--- config.mk ---
export PLATFORM = sky130hd
export DESIGN_NAME = key_input_port
export DESIGN_NICKNAME = d
export VERILOG_FILES = /design/src/rtl/key_input_port.sv
export SDC_FILE = /design/constraint.sdc
export NUM_CORES = 1
export LEC_CHECK = 0
export CAP_MARGIN = 20
export CORE_ASPECT_RATIO = 0.7
export CORE_UTILIZATION = 50
export CTS_CLUSTER_SIZE = 30
export DETAILED_ROUTE_END_ITERATION = 10
export PLACE_DENSITY = 0.77
export SYNTH_ARGS = -nofsm -noshare
export SYNTH_HDL_FRONTEND = slang
export SYNTH_SLANG_ARGS = --single-unit
--- constraint.sdc ---
create_clock -name clk -period 3.2 [get_ports clk]
set_input_delay 0.32 -clock clk [delete_from_list [all_inputs] [get_ports clk]]
set_output_delay 0.32 -clock clk [all_outputs]
set_load 0.005 [all_outputs]
--- src/rtl/key_input_port.sv ---
// Keyboard input port: buffers decoded key codes in a small FIFO and presents
// them, plus a status byte, on a registered processor input port with an interrupt handshake.
module key_input_port #(
  parameter int DEPTH = 4
) (
  input  logic       clk,
  input  logic       reset,
  input  logic [7:0] key_code,
  input  logic       key_valid,
  input  logic [7:0] port_id,
  input  logic       read_strobe,
  input  logic       interrupt_ack,
  output logic [7:0] in_port,
  output logic       interrupt,
  output logic       overflow
);

  localparam int PW = (DEPTH > 1) ? $clog2(DEPTH) : 1;
  localparam int CW = $clog2(DEPTH) + 1;

  typedef enum logic [1:0] {
    IDLE,
    REQ,
    SERVICE
  } state_t;

  logic [7:0]    mem_q [DEPTH];
  logic [7:0]    mem_d [DEPTH];
  logic [PW-1:0] rd_ptr_q, rd_ptr_d;
  logic [PW-1:0] wr_ptr_q, wr_ptr_d;
  logic [CW-1:0] count_q, count_d;
  logic          overflow_q, overflow_d;
  logic [7:0]    in_port_q, in_port_d;
  state_t        state_q, state_d;

  logic       empty, full;
  logic       push_req, push, pop;
  logic [4:0] count_ext;
  logic [2:0] count_sat;
  logic [7:0] status;

  assign empty    = (count_q == '0);
  assign full     = (count_q == CW'(DEPTH));
  assign push_req = key_valid && (key_code != 8'h00);
  assign pop      = read_strobe && (port_id == 8'h00) && !empty;
  // A pop frees the slot in the same cycle, so a push into a full FIFO is accepted then.
  assign push     = push_req && (!full || pop);

  assign count_ext = 5'(count_q);
  assign count_sat = (count_ext > 5'd7) ? 3'd7 : count_ext[2:0];
  assign status    = {overflow_q, count_sat, 2'b00, full, !empty};

  always_comb begin
    mem_d      = mem_q;
    rd_ptr_d   = rd_ptr_q;
    wr_ptr_d   = wr_ptr_q;
    count_d    = count_q;
    overflow_d = overflow_q;
    in_port_d  = 8'h00;

    if (push) begin
      mem_d[wr_ptr_q] = key_code;
      wr_ptr_d        = wr_ptr_q + PW'(1);
    end
    if (pop) begin
      rd_ptr_d = rd_ptr_q + PW'(1);
    end
    case ({push, pop})
      2'b10:   count_d = count_q + CW'(1);
      2'b01:   count_d = count_q - CW'(1);
      default: count_d = count_q;
    endcase

    // Clear is applied first so a simultaneous new overflow wins.
    if (read_strobe && (port_id == 8'h01)) begin
      overflow_d = 1'b0;
    end
    if (push_req && full && !pop) begin
      overflow_d = 1'b1;
    end

    case (port_id)
      8'h00:   in_port_d = empty ? 8'h00 : mem_q[rd_ptr_q];
      8'h01:   in_port_d = status;
      default: in_port_d = 8'h00;
    endcase
  end

  always_comb begin
    state_d = state_q;
    case (state_q)
      IDLE:    if (!empty) state_d = REQ;
      REQ:     if (interrupt_ack) state_d = SERVICE;
      SERVICE: if (empty) state_d = IDLE;
      default: state_d = IDLE;
    endcase
  end

  always_ff @(posedge clk) begin
    if (!reset) begin
      rd_ptr_q   <= '0;
      wr_ptr_q   <= '0;
      count_q    <= '0;
      overflow_q <= 1'b0;
      in_port_q  <= '0;
      state_q    <= IDLE;
    end else begin
      rd_ptr_q   <= rd_ptr_d;
      wr_ptr_q   <= wr_ptr_d;
      count_q    <= count_d;
      overflow_q <= overflow_d;
      in_port_q  <= in_port_d;
      state_q    <= state_d;
    end
  end

  // Storage needs no reset: entries are only observable while counted as valid.
  always_ff @(posedge clk) begin
    mem_q <= mem_d;
  end

  assign in_port   = in_port_q;
  assign interrupt = (state_q == REQ);
  assign overflow  = overflow_q;

endmodule

---- Yosys cells after proc, flatten, opt, wreduce, memory -nomap -nowiden ----
Index checks and enable logic that the tools add are counted.
storage, ports and cells
  register bits after elaboration ......... 50
  latch bits .............................. 0
  RAM bits ................................ 0
  bits in read-only memories .............. 0
  bits of input ports ..................... 21
  word-level logic and storage cells ...... 64
  memories ................................ 0
operators by class
  add/subtract/negate cells ............... 4
  $mul .................................... 0
  divide/modulo/power cells ............... 0
  magnitude comparators ................... 4
  equal/unequal tests ..................... 9
  shift operators ......................... 0
  multiplexer cells ....................... 16
  bitwise gates (word level) .............. 2
  reduce and logical (&&, ||, !) cells .... 19
operators by type and width
  kind                 number
  $bwmux 32            1
  $mux 8               4
  $bmux 8 s2           1
  $demux 8 s2          1
  $pmux 8 s2           1
  $eq 8x1->1 const B   1
  $logic_and 1x1->1    8
  $logic_not 8->1      1
  $reduce_bool 8->1    1
  $ge 3x3->1 const B   2
  $mux 2               3
  $ne 2x2->1 const B   3
  $not 2->3            2
  $pmux 2 s3           1
  $pmux 3 s2           1
  $add 2x1->2 const B  2
  $eq 2x1->1 const B   2
  $eq 2x2->1 const B   2
  $reduce_bool 2->1    2
  $add 3x1->3 const B  1
  $eq 3x3->1 const B   1
  $gt 3x3->1 const B   1
  $logic_not 1->1      3
  $logic_not 3->1      1
  7 further kinds      8

---- Longest topological paths before layout ----
Gate-level depths: netlist (run 1).
  depth after elaboration ................. 7
  depth in mapped cells ................... 11
  mapped depth without buffers ............ 10

---- Worst setup path before layout (run 1) ----
OpenSTA, ideal clock, no wires.
  path kind ............................... input to register
  start point ............................. input port_id[5]
  end point ............................... register count_q[2]
  library setup time ...................... 0.070 ns
  arrival time ............................ 2.401 ns
  required time ........................... 3.130 ns
  slack ................................... 0.729 ns
  cell stages on the path ................. 8
  cell sequence ........................... or4_4 -> nor4_4 -> ha_1 -> inv_1 -> fa_1 -> xor2_1 -> or3_1 -> a21boi_1
on the way
  longest elaborated chain between the ends .. 7
  elaborated cells between the ends (all ways) .. 9
RTL lines
  what                                             RTL line  text
  start, declared                                  10        input logic [7:0] port_id,
  $logic_not 8->1 *                                45        assign pop = read_strobe && (port_id == 8'h00) && !empty;
  $logic_and 1x1->1 * (2 in series)                45
  named net pop                                    37        logic push_req, push, pop;
  $logic_or 1x1->1                                 47        assign push = push_req && (!full || pop);
  $logic_and 1x1->1                                47
  $eq 2x1->1 or $eq 2x2->1 (tied branches)         68        case ({push, pop})
  $pmux 3 s2 or $reduce_bool 2->1 (tied branches)  -
  end signal, assigned                             110       count_q <= count_d;
  end, declared                                    31        logic [CW-1:0] count_q, count_d;
Mark *: on every way through the listed nets, which the timed path passes. The rest lies on a longest branch.
A chain may end at the register's enable or synchronous reset.

---- Final worst setup path (run 1) ----
Ends and elaborated chain as after synthesis.

==> results of run 1 <==
cell type report:
cell class / count / area share (%)
multi-input cells: 81 / 27.36
well taps: 52 / 2.568
inverters: 8 / 1.185
clock inverters: 3 / 1.580
clock buffers: 5 / 2.716
flip-flops and latches: 50 / 52.15
repair buffers: 32 / 12.44
final timing paths:
check	slack, ns	from	cells past startpoint	to
worst max-delay path	0.38	port_id[5]	9	count_q[2]
worst min-delay path	0.50	state_q[0]	2	state_q[0]
worst max register to register	0.82	count_q[2]	10	count_q[2]
worst min register to register	0.50	state_q[0]	2	state_q[0]
cell usage after synthesis, types with 3 or more instances:
cell	count	area [um2]
a21oi_1	3	15.01
a22oi_1	3	22.52
and2_1	8	50.05
buf_4	3	22.52
dfxtp_1	18	360.4
edfxtp_1	32	960.9
ha_1	5	62.56
inv_1	7	26.28
mux2i_1	3	30.03
mux4_2	8	180.2
nand2_1	6	22.52
nor2_1	14	52.55
nor3b_1	3	22.52
cells by family (layout without fill, tap and decap cells):
logic type	after synthesis	in the layout	share of synthesized area (%)
AND/OR/NAND/NOR	48	48	13.75
multiplexers	11	11	10.13
flip-flops	50	50	63.69
buffers and inverters	13	48	2.895
adder cells (fa/ha/maj)	6	6	3.981
XOR/XNOR	3	3	1.267
AO/OA/AOI/OAI	13	13	4.282
critical path: stages:
cell             delay, ns
clkdlybuf4s50_1       0.42
or4_4                 0.57
nor4_4                0.36
ha_1                  0.25
inv_1                 0.06
fa_1                  0.39
xor2_1                0.17
or3_1                 0.32
a21boi_1              0.18
layer usage:
layer  GRT usage, %  part of all wire, %  vias to the layer above
li1               -                    -                      593
met1          25.00                   42                      599
met2          33.74                   53                       31
met3          4.918                  4.0                        2
met4          3.117                 0.44                        0
met5              0                    0                        -
metrics by stage:
| step | worst slack [ns] | std cells |
|---|---|---|
| final | 0.3764 | 231 |
| after global routing | 0.2744 | 231 |
| after CTS | 0.3688 | 231 |
| after detailed placement | 0.1290 | 223 |
| after global placement | 0.2426 | 223 |
| after floorplan | 0.7288 | 144 |
power groups by stage:
| stage | Clock [mW] | Sequential [mW] | Combinational (mW) |
|---|---|---|---|
| after floorplan | 0 | 0.738 | 0.0628 |
| after global placement | 0 | 0.741 | 0.112 |
| after detailed placement | 0 | 0.743 | 0.119 |
| after CTS | 0.429 | 0.728 | 0.119 |
| after global routing | 0.456 | 0.731 | 0.130 |
| final | 0.425 | 0.728 | 0.118 |
flip-flops by register name, summed over array words and instances, names as in the netlist:
name,count
rd_ptr_q,2
in_port,8
mem_q,32
wr_ptr_q,2
overflow,1
state_q,2
count_q,3
==> qor.txt, run 1 <==
die width - 78.99 um
ys flop type - edfxtp_1
Yosys reg bits - 50
Initial DRC Count - 120
Worst Hold Class - reg2reg
CP Class - in2reg
number of diodes - 0
CORE AREA - 3946 um2
most frequent cells in the layout - edfxtp_1 (32), clkdlybuf4s50_1 (30), dfxtp_1 (18)
clock latency on the worst-skew pair - 0.29 ns
Core Util, Final - 64.20%
Clk Tree Root Cell - clkbuf_8
WL/cell - 16.69 um
CP required - 3.42 ns
final cycle utilization of the critical path - 88.24%
Final ANT Viol Nets - 0
Fmax achieved - 354.2 MHz
Power Dens Cells - 501.6 nW/um2
yosys warns - 0
Worst setup EP type - flip-flop
Post-CTS Hold Fix Bufs - 0
Setup Buffers After CTS - 0
endpoints failing hold - 0
Logic pwr share - 9.2%
Final Setup Violations - 0
DR vias/cell - 5.303
unrepaired setup endpoints after global routing - no
Post-Route Setup TNS - 0 ns
Max-slew headroom - 54.44%
clk slew on worst S/H paths - 0.09 ns
most common cell after layout, fill and taps aside - edfxtp_1
die area - 4414 um2
sequential area share after synthesis - 63.69%
I/O pins - 31
Slew @ Worst Pin - 0.6825 ns
Slew Limit Fails - 0
maxcap violations - 0
P_sw - 0.2689 mW
vias in the first global route - 1284
sequential share of power - 57.3%
Internal Power - 1.002 mW
post-route cell area - 2534 um2
Reg area - 1321 um2
CTS H-tree depth - 2
Die Ht - 55.89 um
vias - 1225
largest net degree at the start of global routing - 16
NumNets Final - 205
min Tclk post-route - 2.824 ns
total chip power - 1.271 mW
post-CTS resize count - 0
crit path DAT - 3.04 ns
first-pass GRT wire length - 6258 um
CTS tree - built
layout cell share with drive strength beyond 1 - 13.41%
peak supply drop - 0.2925 mV
status - finished, final reports clean
dpl cell area - 2425 um2
Final Wtd Congestion - 0.8530
Initial Utilization - 52.57%
Post-synth EDFFs - 32
P_leak - 0.8617 nW
final hold slack - 0.4985 ns
Remaining Overflow, GRT - 0
synthesized cell area - 2074 um2
clk sink count - 50
Post-Syn Instances - 144
multi-input logic area - 693.2 um2
Synth-to-Final Area Change - 22.14%
port bufs - 30
DP HPWL - 2849 um
FILL cells - 298
Total GRT Usage - 19.40%
syn_nets - 171
CP Max Fanout - 4
total wire length - 3856 um
skew final - 0.005541 ns
clock buffer depth - 2
CTS buffer count - 5
total iterations of the first detailed-routing run - 4
Sw Ratio - 21.16%
# rows - 19
syn avg cell area - 14.41 um2
critical path launch point type - input pin
antenna violations before repair - 0
Post-synth ARST share - 0%
Unique masters post-synth - 38
Residual DRC - 0
Clock Power Share - 33.5%
No activity file was read; power rests on OpenSTA's default activity.
==> run 2: changes to the inputs <==
--- a/config.mk
+++ b/config.mk
@@ -11,6 +11,7 @@
 export CTS_CLUSTER_SIZE = 30
 export DETAILED_ROUTE_END_ITERATION = 10
 export PLACE_DENSITY = 0.77
+export REMOVE_ABC_BUFFERS = 1
 export SYNTH_ARGS = -nofsm -noshare
 export SYNTH_HDL_FRONTEND = slang
 export SYNTH_SLANG_ARGS = --single-unit
==> qor.txt, run 2 (synthesis gave the netlist of run 1 again) <==
status - finished, final reports clean
P_sw - 0.2734 mW (+1.7%)
Final Wtd Congestion - 0.8080 (-5.3%)
unrepaired setup endpoints after global routing - no
FILL cells - 316 (+6.0%)
Die Ht - 55.89 um (unchanged)
hold depth - 2 (unchanged)
Logic pwr share - 9.1% (about the same)
min Tclk post-route - 2.772 ns (-0.05168 ns)
worst setup margin - 0.4280 ns (+0.05168 ns)
CTS tree - built
CP Max Fanout - 4 (unchanged)
Fmax achieved - 360.8 MHz (+1.9%)
Total GRT Usage - 19.02% (-0.37 points)
worst reg2reg path endpoint - count_q[2]
multi-input logic area - 693.2 um2 (unchanged)
Slew Limit Fails - 0 (unchanged)
total iterations of the first detailed-routing run - 4 (unchanged)
Sw Ratio - 21.39% (+0.23 points)
Worst setup EP type - flip-flop
Critical Path Start - port_id[5]
total wire length - 3719 um (-3.6%)
post-CTS resize count - 0 (unchanged)
Final ANT Viol Nets - 0 (unchanged)
sequential share of power - 57.0% (-0.3 points)
Remaining Overflow, GRT - 0 (unchanged)
Synth-to-Final Area Change - 22.20% (about the same)
peak supply drop - 0.3509 mV (+20%)
largest net degree at the start of global routing - 16 (unchanged)
skew final - 0.007108 ns (+0.001567 ns)
R2R Setup Slk - 0.87 ns (+0.05 ns)
DP HPWL - 2689 um (-5.6%)
Core Util, Final - 64.24% (about the same)
layout cell share with drive strength beyond 1 - 12.85% (-0.56 points)
Clock Power Share - 33.9% (+0.4 points)
Setup Buffers After CTS - 0 (unchanged)
NumNets Final - 205 (unchanged)
Final Setup Violations - 0 (unchanged)
Power Dens Cells - 504.3 nW/um2 (+0.53%)
CTS buffer count - 5 (unchanged)
endpoints failing hold - 0 (unchanged)
Hold EP - state_q[0]
maxcap violations - 0 (unchanged)
clock latency on the worst-skew pair - 0.30 ns (about the same)
# rows - 19 (unchanged)
Clk Tree Root Cell - clkbuf_8
Reg area - 1321 um2 (unchanged)
port bufs - 30 (unchanged)
crit path DAT - 3.01 ns (-0.03 ns)
Hold Crit Start - state_q[0]
Worst Hold Class - reg2reg
final cycle utilization of the critical path - 86.62% (-1.6 points)
register with the most flip-flops - mem_q
first-pass GRT wire length - 5934 um (-5.2%)
Slew @ Worst Pin - 0.6431 ns (-0.03942 ns)
critical path launch point type - input pin
CP required - 3.44 ns (+0.02 ns)
total chip power - 1.278 mW (+0.58%)
CP Class - in2reg
P_leak - 0.8552 nW (-0.75%)
Internal Power - 1.005 mW (+0.28%)
CTS H-tree depth - 2 (unchanged)
antenna violations before repair - 0 (unchanged)
WL/cell - 16.10 um (-3.6%)
worst r2r src - count_q[2]
die area - 4414 um2 (unchanged)
most common cell after layout, fill and taps aside - edfxtp_1
Cell Chain, Critical Path - clkdlybuf4s50_1 > or4_4 > nor4_4 > ha_1 > inv_1 > fa_1 > xor2_1 > or3_1 > a21boi_1
vias - 1257 (+2.6%)
Initial DRC Count - 93 (-23%)
Residual DRC - 0 (unchanged)
CORE AREA - 3946 um2 (unchanged)
die width - 78.99 um (unchanged)
I/O pins - 31 (unchanged)
clock buffer depth - 2 (unchanged)
R2R cell count - 10 (unchanged)
Max-slew headroom - 57.07% (+2.6 points)
max reg flops - 32 (unchanged)
CP max stage cell - or4_4
final hold slack - 0.4896 ns (-0.008847 ns)
vias in the first global route - 1226 (-4.5%)
slowest stage delay, CP - 0.57 ns (about the same)
clk sink count - 50 (unchanged)
clk slew on worst S/H paths - 0.09 ns (about the same)
Initial Utilization - 52.57% (unchanged)
Post-CTS Hold Fix Bufs - 0 (unchanged)
most frequent cells in the layout - edfxtp_1 (32), clkdlybuf4s50_1 (30), dfxtp_1 (18)
number of diodes - 0 (unchanged)
pre-CTS setup slack - 0.1450 ns (+0.01600 ns)
Post-Route Setup TNS - 0 ns (unchanged)
DR vias/cell - 5.442 (+2.6%)
==> run 2: worst max-delay path by stage <==
stage,slack [ns],end
2_1_floorplan,0.68,count_q[2]
3_3_place_gp,0.23,count_q[2]
3_5_place_dp,0.15,count_q[2]
4_1_cts,0.44,count_q[2]
5_1_grt,0.36,count_q[2]
6_report,0.43,count_q[2]
==> run 2: power groups by stage <==
stage	Clock (mW)	Sequential [mW]	Combinational, mW
floorplan	0	0.738	0.0584
global placement	0	0.740	0.110
detailed placement	0	0.743	0.117
CTS	0.441	0.729	0.118
global route	0.464	0.732	0.129
finish	0.434	0.728	0.116
==> run 2: worst max-delay path: cells and delay by family <==
| family | cells | cell delay [ns] |
|---|---|---|
| xor gates and xnor gates | 1 | 0.16 |
| AOI/OAI and AO/OA | 1 | 0.14 |
| adders and majority gates | 2 | 0.64 |
| and+or+nand+nor | 3 | 1.25 |
| buffers and inverters | 2 | 0.50 |
==> run 2: area by class of cell <==
cell class                 count  area share, %
tap                           52          2.567
inverter                       8          1.185
clock buffer                   6          2.863
clock inverter                 2          1.481
sequential                    50          52.12
timing repair buffer          32          12.44
multi-input combinational     81          27.34
==> run 2: layer usage <==
metal	track usage, %	vias up	wire length, um
li1	-	594	-
met1	24.81	613	1647
met2	30.17	43	1800
met3	5.246	7	218
met4	7.792	0	53
met5	0	-	0
==> run 2: through the flow <==
step / cell area (um2) / cells
3_3_place_gp: 2425 / 223
4_1_cts: 2535 / 231
5_1_grt: 2535 / 231
2_1_floorplan: 2044 / 139
3_5_place_dp: 2425 / 223
6_report: 2535 / 231
==> run 3: changes to the inputs <==
--- a/config.mk
+++ b/config.mk
@@ -11,6 +11,7 @@
 export CTS_CLUSTER_SIZE = 30
 export DETAILED_ROUTE_END_ITERATION = 10
 export PLACE_DENSITY = 0.77
+export RECOVER_POWER = 100
 export REMOVE_ABC_BUFFERS = 1
 export SYNTH_ARGS = -nofsm -noshare
 export SYNTH_HDL_FRONTEND = slang
==> qor.txt, run 3 (synthesis gave the netlist of run 1 again) <==
status - finished, final reports clean
P_leak - 0.8837 nW (+3.3%)
NumNets Final - 205 (unchanged)
critical path launch point type - input pin
Top delay family on crit path - simple AND/OR/NAND/NOR gates
Initial Utilization - 52.57% (unchanged)
Cell Chain, Critical Path - dlygate4sd3_1 > or4_1 > o21ai_0 > nor2b_1 > inv_2 > ha_1 > inv_1 > fa_1 > xor2_1 > or3_1 > a21boi_1
endpoints failing hold - 0 (unchanged)
Final Setup Violations - 0 (unchanged)
vias - 1249 (-0.64%)
unrepaired setup endpoints after global routing - no
CP Max Fanout - 5 (+1)
largest net degree at the start of global routing - 16 (unchanged)
clock latency on the worst-skew pair - 0.30 ns (about the same)
P_sw - 0.2720 mW (-0.51%)
CP Class - in2reg
die width - 78.99 um (unchanged)
total wire length - 3711 um (-0.22%)
worst path bufs/invs - 3 (+1)
Max-slew headroom - 48.58% (-8.5 points)
clock buffer depth - 2 (unchanged)
Total GRT Usage - 19.02% (unchanged)
clk sink count - 50 (unchanged)
Synth-to-Final Area Change - 21.35%
slowest stage delay, CP - 0.60 ns (+0.03 ns)
DP HPWL - 2689 um (unchanged)
Worst setup EP type - flip-flop
CP required - 3.44 ns (about the same)
Slew Limit Fails - 0 (unchanged)
total iterations of the first detailed-routing run - 6 (+2)
CTS H-tree depth - 2 (unchanged)
Residual DRC - 0 (unchanged)
WL/cell - 16.06 um (-0.22%)
die area - 4414 um2 (unchanged)
layout cell share with drive strength beyond 1 - 10.61% (-2.2 points)
Clock Power Share - 34.0% (about the same)
# rows - 19 (unchanged)
Power Dens Cells - 505.4 nW/um2 (+0.22%)
I/O pins - 31 (unchanged)
CTS tree - built
final cycle utilization of the critical path - 91.03% (+4.4 points)
DR vias/cell - 5.407 (-0.64%)
skew final - 0.007256 ns (+0.0001472 ns)
post-CTS resize count - 0 (unchanged)
Worst Hold Class - reg2reg
antenna violations before repair - 0 (unchanged)
Internal Power - 1.000 mW (-0.46%)
most frequent cells in the layout - edfxtp_1 (32), dlygate4sd3_1 (19), dfxtp_1 (18)
vias in the first global route - 1226 (unchanged)
clk slew on worst S/H paths - 0.09 ns (about the same)
Setup Buffers After CTS - 0 (unchanged)
min Tclk post-route - 2.913 ns (+0.1409 ns)
Slew @ Worst Pin - 0.7654 ns (+0.1224 ns)
crit path DAT - 3.15 ns (+0.14 ns)
total chip power - 1.272 mW (-0.47%)
peak supply drop - 0.3490 mV (-0.56%)
register with the most flip-flops - mem_q
Remaining Overflow, GRT - 0 (unchanged)
CP max stage cell - dlygate4sd3_1
Post-Route Setup TNS - 0 ns (unchanged)
port bufs - 30 (unchanged)
Logic pwr share - 8.8% (-0.3 points)
most common cell after layout, fill and taps aside - edfxtp_1
sequential share of power - 57.2% (+0.2 points)
maxcap violations - 0 (unchanged)
Final ANT Viol Nets - 0 (unchanged)
Initial DRC Count - 81 (-13%)
Final Wtd Congestion - 0.8080 (unchanged)
first-pass GRT wire length - 5934 um (unchanged)
Die Ht - 55.89 um (unchanged)
CTS buffer count - 5 (unchanged)
CORE AREA - 3946 um2 (unchanged)
Sw Ratio - 21.38% (about the same)
max reg flops - 32 (unchanged)
number of diodes - 0 (unchanged)
Post-CTS Hold Fix Bufs - 0 (unchanged)
Clk Tree Root Cell - clkbuf_8
Fmax achieved - 343.3 MHz (-4.8%)
[run 3: changes by cell type in the layout (fill, tap and decap cells not counted), sizes merged]
cell	previous run	this run
buf	2	1
clkbuf	6	7
dlygate4sd3	0	19
clkdlybuf4s50	30	11
[run 3: power by group through the flow]
| stage | Combinational [mW] | Sequential, mW | Clock, mW |
|---|---|---|---|
| 3_3_place_gp | 0.110 | 0.740 | 0 |
| 3_5_place_dp | 0.117 | 0.743 | 0 |
| 2_1_floorplan | 0.0584 | 0.738 | 0 |
| 4_1_cts | 0.118 | 0.729 | 0.441 |
| 5_1_grt | 0.124 | 0.731 | 0.464 |
| 6_report | 0.112 | 0.728 | 0.433 |
[run 3: area by class of cell]
| cell class | count | area [um2] |
|---|---|---|
| repair buffers | 32 | 311.5 |
| clock inverters | 2 | 37.54 |
| well taps | 52 | 65.06 |
| flip-flops and latches | 50 | 1321 |
| clock buffers | 6 | 72.57 |
| inverters | 8 | 30.03 |
| multi-input cells | 81 | 679.4 |
| fillers | 319 | 1429 |
[run 3: worst register-to-register path: stages, from the launching register on]
cell      delay (ns)
dfxtp_1         0.41
nor3b_1         0.20
o31ai_1         0.13
nor2b_1         0.17
inv_2           0.06
ha_1            0.18
inv_1           0.07
fa_1            0.38
xor2_1          0.16
or3_1           0.32
a21boi_1        0.14
[run 3: worst paths after layout]
path	slack, ns	end	start	depth (start not counted)
min	0.49	state_q[0]	state_q[0]	2
min reg2reg	0.49	state_q[0]	state_q[0]	2
max	0.29	count_q[2]	key_code[7]	11
max reg2reg	0.91	count_q[2]	count_q[2]	10
[run 3: metal layers]
metal / vias up / global-route usage, % / wire, um
met5: - / 0 / 0
met4: 0 / 7.792 / 54
met3: 8 / 5.246 / 199
met2: 36 / 30.17 / 1788
met1: 610 / 24.81 / 1669
li1: 595 / - / -
[run 3: through the flow]
stage	cells	util, %	hold slack [ns]	setup slack (ns)	instance area (um2)
3_5_place_dp	223	61.45	0.4805	0.1450	2425
2_1_floorplan	139	-	0.3961	0.6783	2044
6_report	231	63.79	0.4895	0.2871	2517
5_1_grt	231	63.79	0.5469	0.1852	2517
3_3_place_gp	223	61.45	0.4658	0.2328	2425
4_1_cts	231	64.24	0.4946	0.4401	2535
